### src/rtl/muldiv_unit.sv
// rtl/muldiv_unit.sv - iterative RV32M/RV64M multiply/divide unit with valid/ready in and out
module muldiv_unit #(
   parameter int XLEN           = 32,
   parameter int BITS_PER_CYCLE = 1
) (
   input  logic            clk,
   input  logic            reset,
   input  logic            flush,
   input  logic            in_valid,
   output logic            in_ready,
   input  logic [2:0]      op,
   input  logic [XLEN-1:0] in_a,
   input  logic [XLEN-1:0] in_b,
   output logic            out_valid,
   input  logic            out_ready,
   output logic [XLEN-1:0] result,
   output logic            busy
);

   localparam int              STEPS   = XLEN / BITS_PER_CYCLE;
   localparam int              CNT_W   = $clog2(XLEN + 1);
   localparam logic [XLEN-1:0] MIN_NEG = {1'b1, {(XLEN-1){1'b0}}};

   typedef enum logic [1:0] {S_IDLE, S_CALC, S_FIX, S_DONE} state_t;

   state_t            state_q;
   logic [CNT_W-1:0]  counter_q;
   logic [2:0]        op_q;
   // Multiply: hi_q/lo_q form the 2*XLEN accumulator, lo_q starts as the multiplier.
   // Divide:   hi_q is the partial remainder, lo_q shifts dividend out / quotient in.
   logic [XLEN-1:0]   hi_q, lo_q, mcand_q, result_q;
   logic              neg_res_q, neg_rem_q;
   logic              in_ready_q, out_valid_q, busy_q;

   logic              a_signed, b_signed, a_neg, b_neg;
   logic [XLEN-1:0]   a_mag, b_mag;
   logic              div_zero, div_ovf;
   logic [XLEN-1:0]   special_res;

   logic [XLEN-1:0]   hi_d, lo_d;
   logic [XLEN:0]     rshift, diff, sum;

   logic [2*XLEN-1:0] prod;
   logic [XLEN-1:0]   quo, rem, result_d;

   assign in_ready  = in_ready_q;
   assign out_valid = out_valid_q;
   assign result    = result_q;
   assign busy      = busy_q;

   // Decode the incoming op: operand signedness, magnitudes and the special-case shortcuts.
   always_comb begin
      a_signed = (op == 3'd1) || (op == 3'd2) || (op == 3'd4) || (op == 3'd6);
      b_signed = (op == 3'd1) || (op == 3'd4) || (op == 3'd6);
      a_neg    = a_signed & in_a[XLEN-1];
      b_neg    = b_signed & in_b[XLEN-1];
      a_mag    = a_neg ? -in_a : in_a;
      b_mag    = b_neg ? -in_b : in_b;
      div_zero = op[2] && (in_b == '0);
      div_ovf  = ((op == 3'd4) || (op == 3'd6)) && (in_a == MIN_NEG) && (in_b == '1);
      if (div_zero) begin
         special_res = op[1] ? in_a : '1;
      end else begin
         special_res = op[1] ? '0 : MIN_NEG;
      end
   end

   // One CALC cycle: BITS_PER_CYCLE shift-add or restoring shift-subtract steps.
   always_comb begin
      hi_d   = hi_q;
      lo_d   = lo_q;
      rshift = '0;
      diff   = '0;
      sum    = '0;
      for (int i = 0; i < BITS_PER_CYCLE; i++) begin
         if (op_q[2]) begin
            rshift = {hi_d, lo_d[XLEN-1]};
            diff   = rshift - {1'b0, mcand_q};
            if (!diff[XLEN]) begin
               hi_d = diff[XLEN-1:0];
               lo_d = {lo_d[XLEN-2:0], 1'b1};
            end else begin
               hi_d = rshift[XLEN-1:0];
               lo_d = {lo_d[XLEN-2:0], 1'b0};
            end
         end else begin
            sum          = {1'b0, hi_d} + (lo_d[0] ? {1'b0, mcand_q} : '0);
            {hi_d, lo_d} = {sum, lo_d[XLEN-1:1]};
         end
      end
   end

   // Sign correction of the magnitude result and selection of the requested half/part.
   always_comb begin
      prod = {hi_q, lo_q};
      if (neg_res_q) begin
         prod = -prod;
      end
      quo = neg_res_q ? -lo_q : lo_q;
      rem = neg_rem_q ? -hi_q : hi_q;
      case (op_q)
         3'd0:                result_d = prod[XLEN-1:0];
         3'd1, 3'd2, 3'd3:    result_d = prod[2*XLEN-1:XLEN];
         3'd4, 3'd5:          result_d = quo;
         default:             result_d = rem;
      endcase
   end

   // Control FSM and datapath registers; reset beats flush, flush beats accept and handshake.
   always_ff @(posedge clk) begin
      if (!reset) begin
         state_q     <= S_IDLE;
         counter_q   <= '0;
         op_q        <= '0;
         hi_q        <= '0;
         lo_q        <= '0;
         mcand_q     <= '0;
         result_q    <= '0;
         neg_res_q   <= 1'b0;
         neg_rem_q   <= 1'b0;
         in_ready_q  <= 1'b1;
         out_valid_q <= 1'b0;
         busy_q      <= 1'b0;
      end else if (flush) begin
         state_q     <= S_IDLE;
         in_ready_q  <= 1'b1;
         out_valid_q <= 1'b0;
         busy_q      <= 1'b0;
      end else begin
         case (state_q)
            S_IDLE: begin
               if (in_valid) begin
                  op_q       <= op;
                  in_ready_q <= 1'b0;
                  busy_q     <= 1'b1;
                  if (div_zero || div_ovf) begin
                     result_q    <= special_res;
                     out_valid_q <= 1'b1;
                     state_q     <= S_DONE;
                  end else begin
                     counter_q <= CNT_W'(STEPS);
                     neg_res_q <= a_neg ^ b_neg;
                     neg_rem_q <= a_neg;
                     hi_q      <= '0;
                     lo_q      <= op[2] ? a_mag : b_mag;
                     mcand_q   <= op[2] ? b_mag : a_mag;
                     state_q   <= S_CALC;
                  end
               end
            end
            S_CALC: begin
               hi_q      <= hi_d;
               lo_q      <= lo_d;
               counter_q <= counter_q - CNT_W'(1);
               if (counter_q == CNT_W'(1)) begin
                  state_q <= S_FIX;
               end
            end
            S_FIX: begin
               result_q    <= result_d;
               out_valid_q <= 1'b1;
               state_q     <= S_DONE;
            end
            S_DONE: begin
               if (out_ready) begin
                  out_valid_q <= 1'b0;
                  in_ready_q  <= 1'b1;
                  busy_q      <= 1'b0;
                  state_q     <= S_IDLE;
               end
            end
            default: state_q <= S_IDLE;
         endcase
      end
   end

endmodule

### config.mk
export PLATFORM = sky130hd
export DESIGN_NAME = muldiv_unit
export DESIGN_NICKNAME = d
export VERILOG_FILES = /design/src/rtl/muldiv_unit.sv
export SDC_FILE = /design/constraint.sdc
export NUM_CORES = 1
export LEC_CHECK = 0
export ABC_CLOCK_PERIOD_IN_PS = 7000
export BUFFER_PORTS_ARGS = -buffer_cell sky130_fd_sc_hd__buf_2
export CORE_ASPECT_RATIO = 1.75
export CORE_MARGIN = 3
export CORE_UTILIZATION = 50
export DETAILED_ROUTE_END_ITERATION = 16
export HOLD_SLACK_MARGIN = 0.15
export PLACE_DENSITY = 0.77
export SYNTH_ARGS = -nofsm -noshare
export SYNTH_HDL_FRONTEND = slang
export SYNTH_SLANG_ARGS = --single-unit
### constraint.sdc
create_clock -name clk -period 7 [get_ports clk]
set_clock_uncertainty 0.1 [all_clocks]
set_input_delay 1.4 -clock clk [delete_from_list [all_inputs] [get_ports clk]]
set_output_delay 1.4 -clock clk [all_outputs]
set_load 0.1 [all_outputs]
==> results of run 1 <==
[layout make-up]
type                            count  area (µm²)
Timing Repair Buffer              143       808.3
Multi-Input combinational cell   1743       11230
Tap cell                          382       478.0
Sequential cell                   144        2885
Clock inverter                     12       155.1
Antenna cell                        2       5.005
Inverter                           83       311.5
Clock buffer                       20       456.7
Fill cell                        2881       13160
[worst min path at each step]
stage	from	end	slack (ns)	cells past startpoint
5_1_grt	mcand_q[8]	mcand_q[8]	0.40	2
4_1_cts	mcand_q[11]	mcand_q[11]	0.38	2
2_1_floorplan	mcand_q[11]	mcand_q[11]	0.33	2
3_3_place_gp	counter_q[5]	counter_q[5]	0.35	1
6_report	counter_q[5]	counter_q[5]	0.37	1
3_5_place_dp	mcand_q[11]	mcand_q[11]	0.37	2
[stage by stage]
| step | area (µm²) | total power, µW | hold slack, ns |
|---|---|---|---|
| after floorplan | 15000 | 1395 | 0.3319 |
| after global placement | 15720 | 1596 | 0.3545 |
| after detailed placement | 15720 | 1607 | 0.3680 |
| after CTS | 16330 | 2581 | 0.3774 |
| after global routing | 16330 | 2698 | 0.3953 |
| final | 16330 | 2597 | 0.3700 |
[registers in the layout, summed over array words and instances (netlist names)]
signal     cells
lo_q          32
busy           1
counter_q      6
mcand_q       32
neg_rem_q      1
neg_res_q      1
out_valid      1
op_q           3
hi_q          32
result        32
in_ready       1
state_q        2
[critical path, cell delays in order (launching register included)]
cell and delay [ns]:
sky130_fd_sc_hd__dfxtp_1 0.41, sky130_fd_sc_hd__inv_1 0.18, sky130_fd_sc_hd__ha_1 0.27, sky130_fd_sc_hd__fa_1 0.40, sky130_fd_sc_hd__nand2b_1 0.18, sky130_fd_sc_hd__a21oi_1 0.28, sky130_fd_sc_hd__o211ai_1 0.35, sky130_fd_sc_hd__a2111oi_0 0.71
sky130_fd_sc_hd__o21ai_0 0.30, sky130_fd_sc_hd__a211oi_4 0.72, sky130_fd_sc_hd__buf_4 0.44, sky130_fd_sc_hd__a211oi_1 0.13, sky130_fd_sc_hd__a221o_1 0.30
[kinds of logic after synthesis]
group,Yosys count
adder cells (fa/ha/maj),77
flip-flops,144
multiplexers,63
AND/OR/NAND/NOR,686
XOR/XNOR,175
buffers and inverters,234
AO/OA/AOI/OAI,742
[layer usage]
layer,GRT usage [%],vias up
met4,26.76,0
met2,60.60,829
met1,39.35,7886
met3,5.603,245
li1,-,7832
met5,0,-
[placed cells by master (no fill, tap or decap), drive strengths merged, types with 34 or more instances in the layout]
cell type    n
o21ai      208
o31ai       37
buf        143
a31oi       37
a211oi      59
nand2      185
xor2        93
nand3       49
mux2i       34
ha          75
a21oi      182
dfxtp      144
nor2       221
xnor2       82
nor3        45
inv         87
[power groups by stage]
stage / combinational (µW) / clock (µW) / sequential [µW]
global route: 781 / 1020 / 898
finish: 717 / 984 / 895
global placement: 686 / 0 / 910
CTS: 702 / 987 / 893
floorplan: 501 / 0 / 894
detailed placement: 696 / 0 / 911
==> results.yml, run 1 <==
critical_path:
  critical_path_required_ns: 7.25
  end_of_the_worst_register_to_register_path: "hi_q[0]"
  worstSetupStartpoint: "lo_q[31]"
  ff2ff_setup_slack_ns: 2.07
  worstSetupStartpointType: "flop"
  cp-end-kind: "flop"
  critPathMaxFanout: 21
  setup.worst_path.end: "hi_q[0]"
  worst-endpoint-arrival_ns: 5.17
  reg2regPathDepth: 12
  crit_type: "reg -> reg"
  critical_path.reg2reg.startpoint: "lo_q[31]"
power_and_ir_drop:
  total_leakage_power_uw: 0.006503
  p_per_area_nw_per_um2: 159.0
  power.combinational.fraction_pct: 27.6
  cellInternalPower_uw: 1696
  total_switching_power_uw: 901.2
  clkPwrFrac_pct: 37.9
  vdd_ir_drop_max_mv: 0.1294
  seqPwrFrac_pct: 34.5
  switching_share_pct: 34.70
floorplan:
  start_util_pct: 50.86
  placementRows: 83
  ios: 107
  fp.coreArea_um2: 29490
  die_width_um: 136.9
  dieArea_um2: 32200
  die_y_um: 235.1
finish:
  drive_gt1_share_pct: 11.33
  layout_nets: 2281
  areaGrowthSynthToFinish_pct: 8.891
  utilization_pct: 55.38
  finish.cell_count_without_fillers: 2529
clock_network:
  tritoncts.num_buffers: 17
  h_tree_depth: 4
  holdBufCountCts: 0
  numClockSinks: 144
  cts_root_buffer: "sky130_fd_sc_hd__clkbuf_16"
  postCtsResizedCells: 0
  clk_pin_slew_worst_paths_ns: 0.07
  clk_latency_ns: 0.47
  clock_buffer_depth: 2
  post_cts.repair.setup_buffers: 0
  clock_tree_from_tritoncts: "yes"
synth:
  synth_cell_type_count: 88
  synth-compound-area-share_pct: 31.60
  synth.mux.area_fraction_pct: 4.446
  mappedNetlistArea_um2: 15000
  share_of_the_yosys_chip_area_belonging_to_registers_pct: 19.22
  synthAdderAreaFrac_pct: 6.523
  synth-async-reset-ratio_pct: 0
  syn-num-nets: 2270
  synthTopCellsByArea: "sky130_fd_sc_hd__dfxtp_1 (19%), sky130_fd_sc_hd__o21ai_0 (6.8%), sky130_fd_sc_hd__ha_1 (6.3%), sky130_fd_sc_hd__a21oi_1 (6.1%), sky130_fd_sc_hd__nor2_1 (5.5%)"
  yosys.area_share.simple_pct: 21.90
  combinational_family_with_the_most_area_after_synthesis: "compound AO/OA/AOI/OAI gates"
  synth_most_common_cell: "sky130_fd_sc_hd__nor2_1"
  ys_dominant_reg_cell: "sky130_fd_sc_hd__dfxtp_1"
  synth_enable_flop_cells: 0
  ys_ff_latch: 144
  synth_area_leader_cell: "sky130_fd_sc_hd__dfxtp_1"
  netlist.area_leader.share_pct: 19.22
  ys_top_cells_by_count: "sky130_fd_sc_hd__nor2_1 (218), sky130_fd_sc_hd__o21ai_0 (204), sky130_fd_sc_hd__nand2_1 (184), sky130_fd_sc_hd__a21oi_1 (182), sky130_fd_sc_hd__dfxtp_1 (144)"
  synth_xor_xnor_area_share_pct: 10.22
  synth-warning-count: 0
  instance_count_of_the_mapped_netlist: 2121
  post_synthesis_average_cell_area_um2: 7.072
drt:
  postRouteAntennaNets: 0
  drt-pass1-iter-count: 8
  highest_layer: "met4"
  totalWireLength_um: 58130
  dr_wl_met3_um: 3751
  route.vias.total: 16790
  route.detailed.wl_per_inst_um: 22.99
  remaining_drc_errors: 0
  drt-met1-wl_um: 20260
  number_of_vias_per_cell_after_detailed_routing: 6.640
  met2_length_um: 28950
  detailedRoute.firstIterationViolations: 1540
place:
  place_inst: 2495
  dp_worst_setup_slack_ns: 1.651
  dpl.hpwl_um: 44820
  routabilityCongestion: 1.001
  buffer_ports.inserted: 106
global_routing:
  grt_antenna_before_repair: 0
  overflow: 0
  first_global_vias: 16150
  grt_use_total_pct: 35.78
  grt_start_max_net_pins: 68
  grt_pass1_wl_um: 90290
timing:
  post-route-worst-setup-slack_ns: 2.075
  relSlewSlack_pct: 18.83
  report.final.slew_viol_count: 0
  final-hold-violation-count: 0
  fmax_mhz: 203.0
  max_slew.worst_pin.slew_ns: 1.215
  setup_violations: 0
  timing.setup.tns_ns: 0
  timing.final.crit_share_pct: 70.36
  fin_crit_ns: 4.925
  setup_repair_after_global_routing_missed_its_margin: "false"
run:
  max-cap-violations: 0
worst_hold_path:
  timing.hold.worst.class: "reg -> reg"
status:
  status: "finished, final reports clean"
Power figures use the tool's default switching activity.
==> inputs of run 2 (changes only) <==
--- a/config.mk
+++ b/config.mk
@@ -5,7 +5,7 @@
 export SDC_FILE = /design/constraint.sdc
 export NUM_CORES = 1
 export LEC_CHECK = 0
-export ABC_CLOCK_PERIOD_IN_PS = 7000
+export ABC_CLOCK_PERIOD_IN_PS = 4900
 export BUFFER_PORTS_ARGS = -buffer_cell sky130_fd_sc_hd__buf_2
 export CORE_ASPECT_RATIO = 1.75
 export CORE_MARGIN = 3
==> constraint.sdc (replaced) <==
create_clock -name clk -period 4.9 [get_ports clk]
set_clock_uncertainty 0.1 [all_clocks]
set_input_delay 0.98 -clock clk [delete_from_list [all_inputs] [get_ports clk]]
set_output_delay 0.98 -clock clk [all_outputs]
set_load 0.1 [all_outputs]
==> results.yml, run 2 (synthesis gave the netlist of run 1 again) <==
timing:
  timing.setup.tns_ns: 0
  fin_crit_ns: 4.424
  timing.final.crit_share_pct: 90.29
  report.final.slew_viol_count: 0
  relSlewSlack_pct: 30.42
  setup_repair_after_global_routing_missed_its_margin: "false"
  setup_violations: 0
  final-hold-violation-count: 0
  fmax_mhz: 226.0
  max_slew.worst_pin.slew_ns: 1.044
critical_path:
  worstPathBufferInverterCount: 2
  critical_path_required_ns: 5.11
  slowest_stage_cell_cp: "sky130_fd_sc_hd__a2111oi_0"
  timing.critical_path.max_delay_family: "compound AO/OA/AOI/OAI gates"
  max_stage_delay_ns: 0.65
  worstSetupStartpointType: "flop"
  ff2ff_setup_slack_ns: 0.48
  cp_cell_sequence: "inv_1 > ha_1 > fa_1 > nand2b_1 > a21oi_1 > o211ai_1 > a2111oi_0 > o21ai_0 > a211oi_4 > buf_12 > mux2i_1 > o21ai_0"
  setup.worst_path.end: "hi_q[3]"
  cp_common_cell: "sky130_fd_sc_hd__o21ai_0"
  crit_type: "reg -> reg"
  critPathMaxFanout: 46
  worstSetupStartpoint: "lo_q[31]"
  cp-end-kind: "flop"
  reg2regPathDepth: 12
  timing.critical_path.depth: 12
  worst-endpoint-arrival_ns: 4.64
  critical_path.reg2reg.startpoint: "lo_q[31]"
  end_of_the_worst_register_to_register_path: "hi_q[3]"
floorplan:
  die_width_um: 136.9
  dieArea_um2: 32200
  ios: 107
  placementRows: 83
  fp.coreArea_um2: 29490
  start_util_pct: 50.86
  die_y_um: 235.1
finish:
  layout_common_cells: "sky130_fd_sc_hd__nor2_1 (218), sky130_fd_sc_hd__o21ai_0 (204), sky130_fd_sc_hd__nand2_1 (184)"
  fill_cells: 2896
  utilization_pct: 55.89
  layout_commonest_cell: "sky130_fd_sc_hd__nor2_1"
  finish.cell_count_without_fillers: 2542
  antenna_cells: 0
  layout_nets: 2296
  drive_gt1_share_pct: 11.90
  areaGrowthSynthToFinish_pct: 9.884
global_routing:
  overflow: 0
  grt_antenna_before_repair: 1
  globalRouteMet1Util_pct: 38.41
  grt_use_total_pct: 36.27
  globalRouteMet3Util_pct: 6.159
  first_global_vias: 16320
  grt_pass1_wl_um: 91310
  grt_start_max_net_pins: 66
  global_route_met2_usage_pct: 62.31
  globalRoute.busiestLayer: "met2"
worst_hold_path:
  timing.hold.worst.class: "reg -> reg"
clock_network:
  clk_pin_slew_worst_paths_ns: 0.06
  numClockSinks: 144
  clk_latency_ns: 0.45
  h_tree_depth: 4
  cts_root_buffer: "sky130_fd_sc_hd__clkbuf_16"
  holdBufCountCts: 0
  clock_buffer_depth: 2
  tritoncts.num_buffers: 17
  postCtsResizedCells: 0
  clock_tree_from_tritoncts: "yes"
  post_cts.repair.setup_buffers: 0
power_and_ir_drop:
  p_per_area_nw_per_um2: 222.7
  total_leakage_power_uw: 0.006571
  total_power_uw: 3670
  vdd_ir_drop_max_mv: 0.2092
drt:
  totalWireLength_um: 59490
  route.vias.total: 16820
  postRouteAntennaNets: 0
  route.detailed.wl_per_inst_um: 23.40
  remaining_drc_errors: 0
  detailedRoute.firstIterationViolations: 1720
  drt-pass1-iter-count: 6
  number_of_vias_per_cell_after_detailed_routing: 6.617
place:
  place_inst: 2510
  routabilityCongestion: 1.029
  buffer_ports.inserted: 106
  dpl.hpwl_um: 46180
run:
  max-cap-violations: 0
status:
  status: "finished, final reports clean"
[run 2: tightest hold or removal path, cell delays in order, from the launching register on]
cell and delay, ns:
sky130_fd_sc_hd__dfxtp_1 0.31, sky130_fd_sc_hd__nand2_1 0.05, sky130_fd_sc_hd__a21oi_1 0.05
[run 2: final cells by class]
| class | instances | area (µm²) | area share (%) |
|---|---|---|---|
| multi-input combinational | 1743 | 11230 | 68.16 |
| sequential | 144 | 2885 | 17.50 |
| timing repair buffer | 158 | 983.4 | 5.966 |
| tap | 382 | 478.0 | 2.900 |
| clock buffer | 21 | 460.4 | 2.793 |
| inverter | 83 | 311.5 | 1.890 |
| clock inverter | 11 | 130.1 | 0.7894 |
[run 2: stage by stage]
stage | instance area [µm²] | hold slack (ns) | setup slack [ns]
final | 16480 | 0.3538 | 0.4758
after global routing | 16480 | 0.3832 | 0.2247
after CTS | 16480 | 0.3536 | 0.5307
after detailed placement | 15890 | 0.3451 | 0.5257
after global placement | 15890 | 0.3416 | 0.5594
after floorplan | 15000 | 0.3319 | 1.076
[run 2: power by group]
part	switching, µW	internal (µW)
Clock	563	781
Combinational	650	388
Sequential	73.6	1210
[run 2: worst min path at each step]
stage,start,to,slack [ns],depth (start not counted)
floorplan,mcand_q[11],mcand_q[11],0.33,2
global placement,mcand_q[2],mcand_q[2],0.34,2
detailed placement,mcand_q[8],mcand_q[8],0.35,2
CTS,mcand_q[8],mcand_q[8],0.35,2
global route,mcand_q[8],mcand_q[8],0.38,2
finish,mcand_q[8],mcand_q[8],0.35,2
[run 2: metal layers]
| layer | share of wire [%] | routed length (µm) |
|---|---|---|
| met2 | 49 | 29230 |
| met4 | 9.4 | 5593 |
| met1 | 34 | 20450 |
| met3 | 7.1 | 4210 |
| met5 | 0 | 0 |
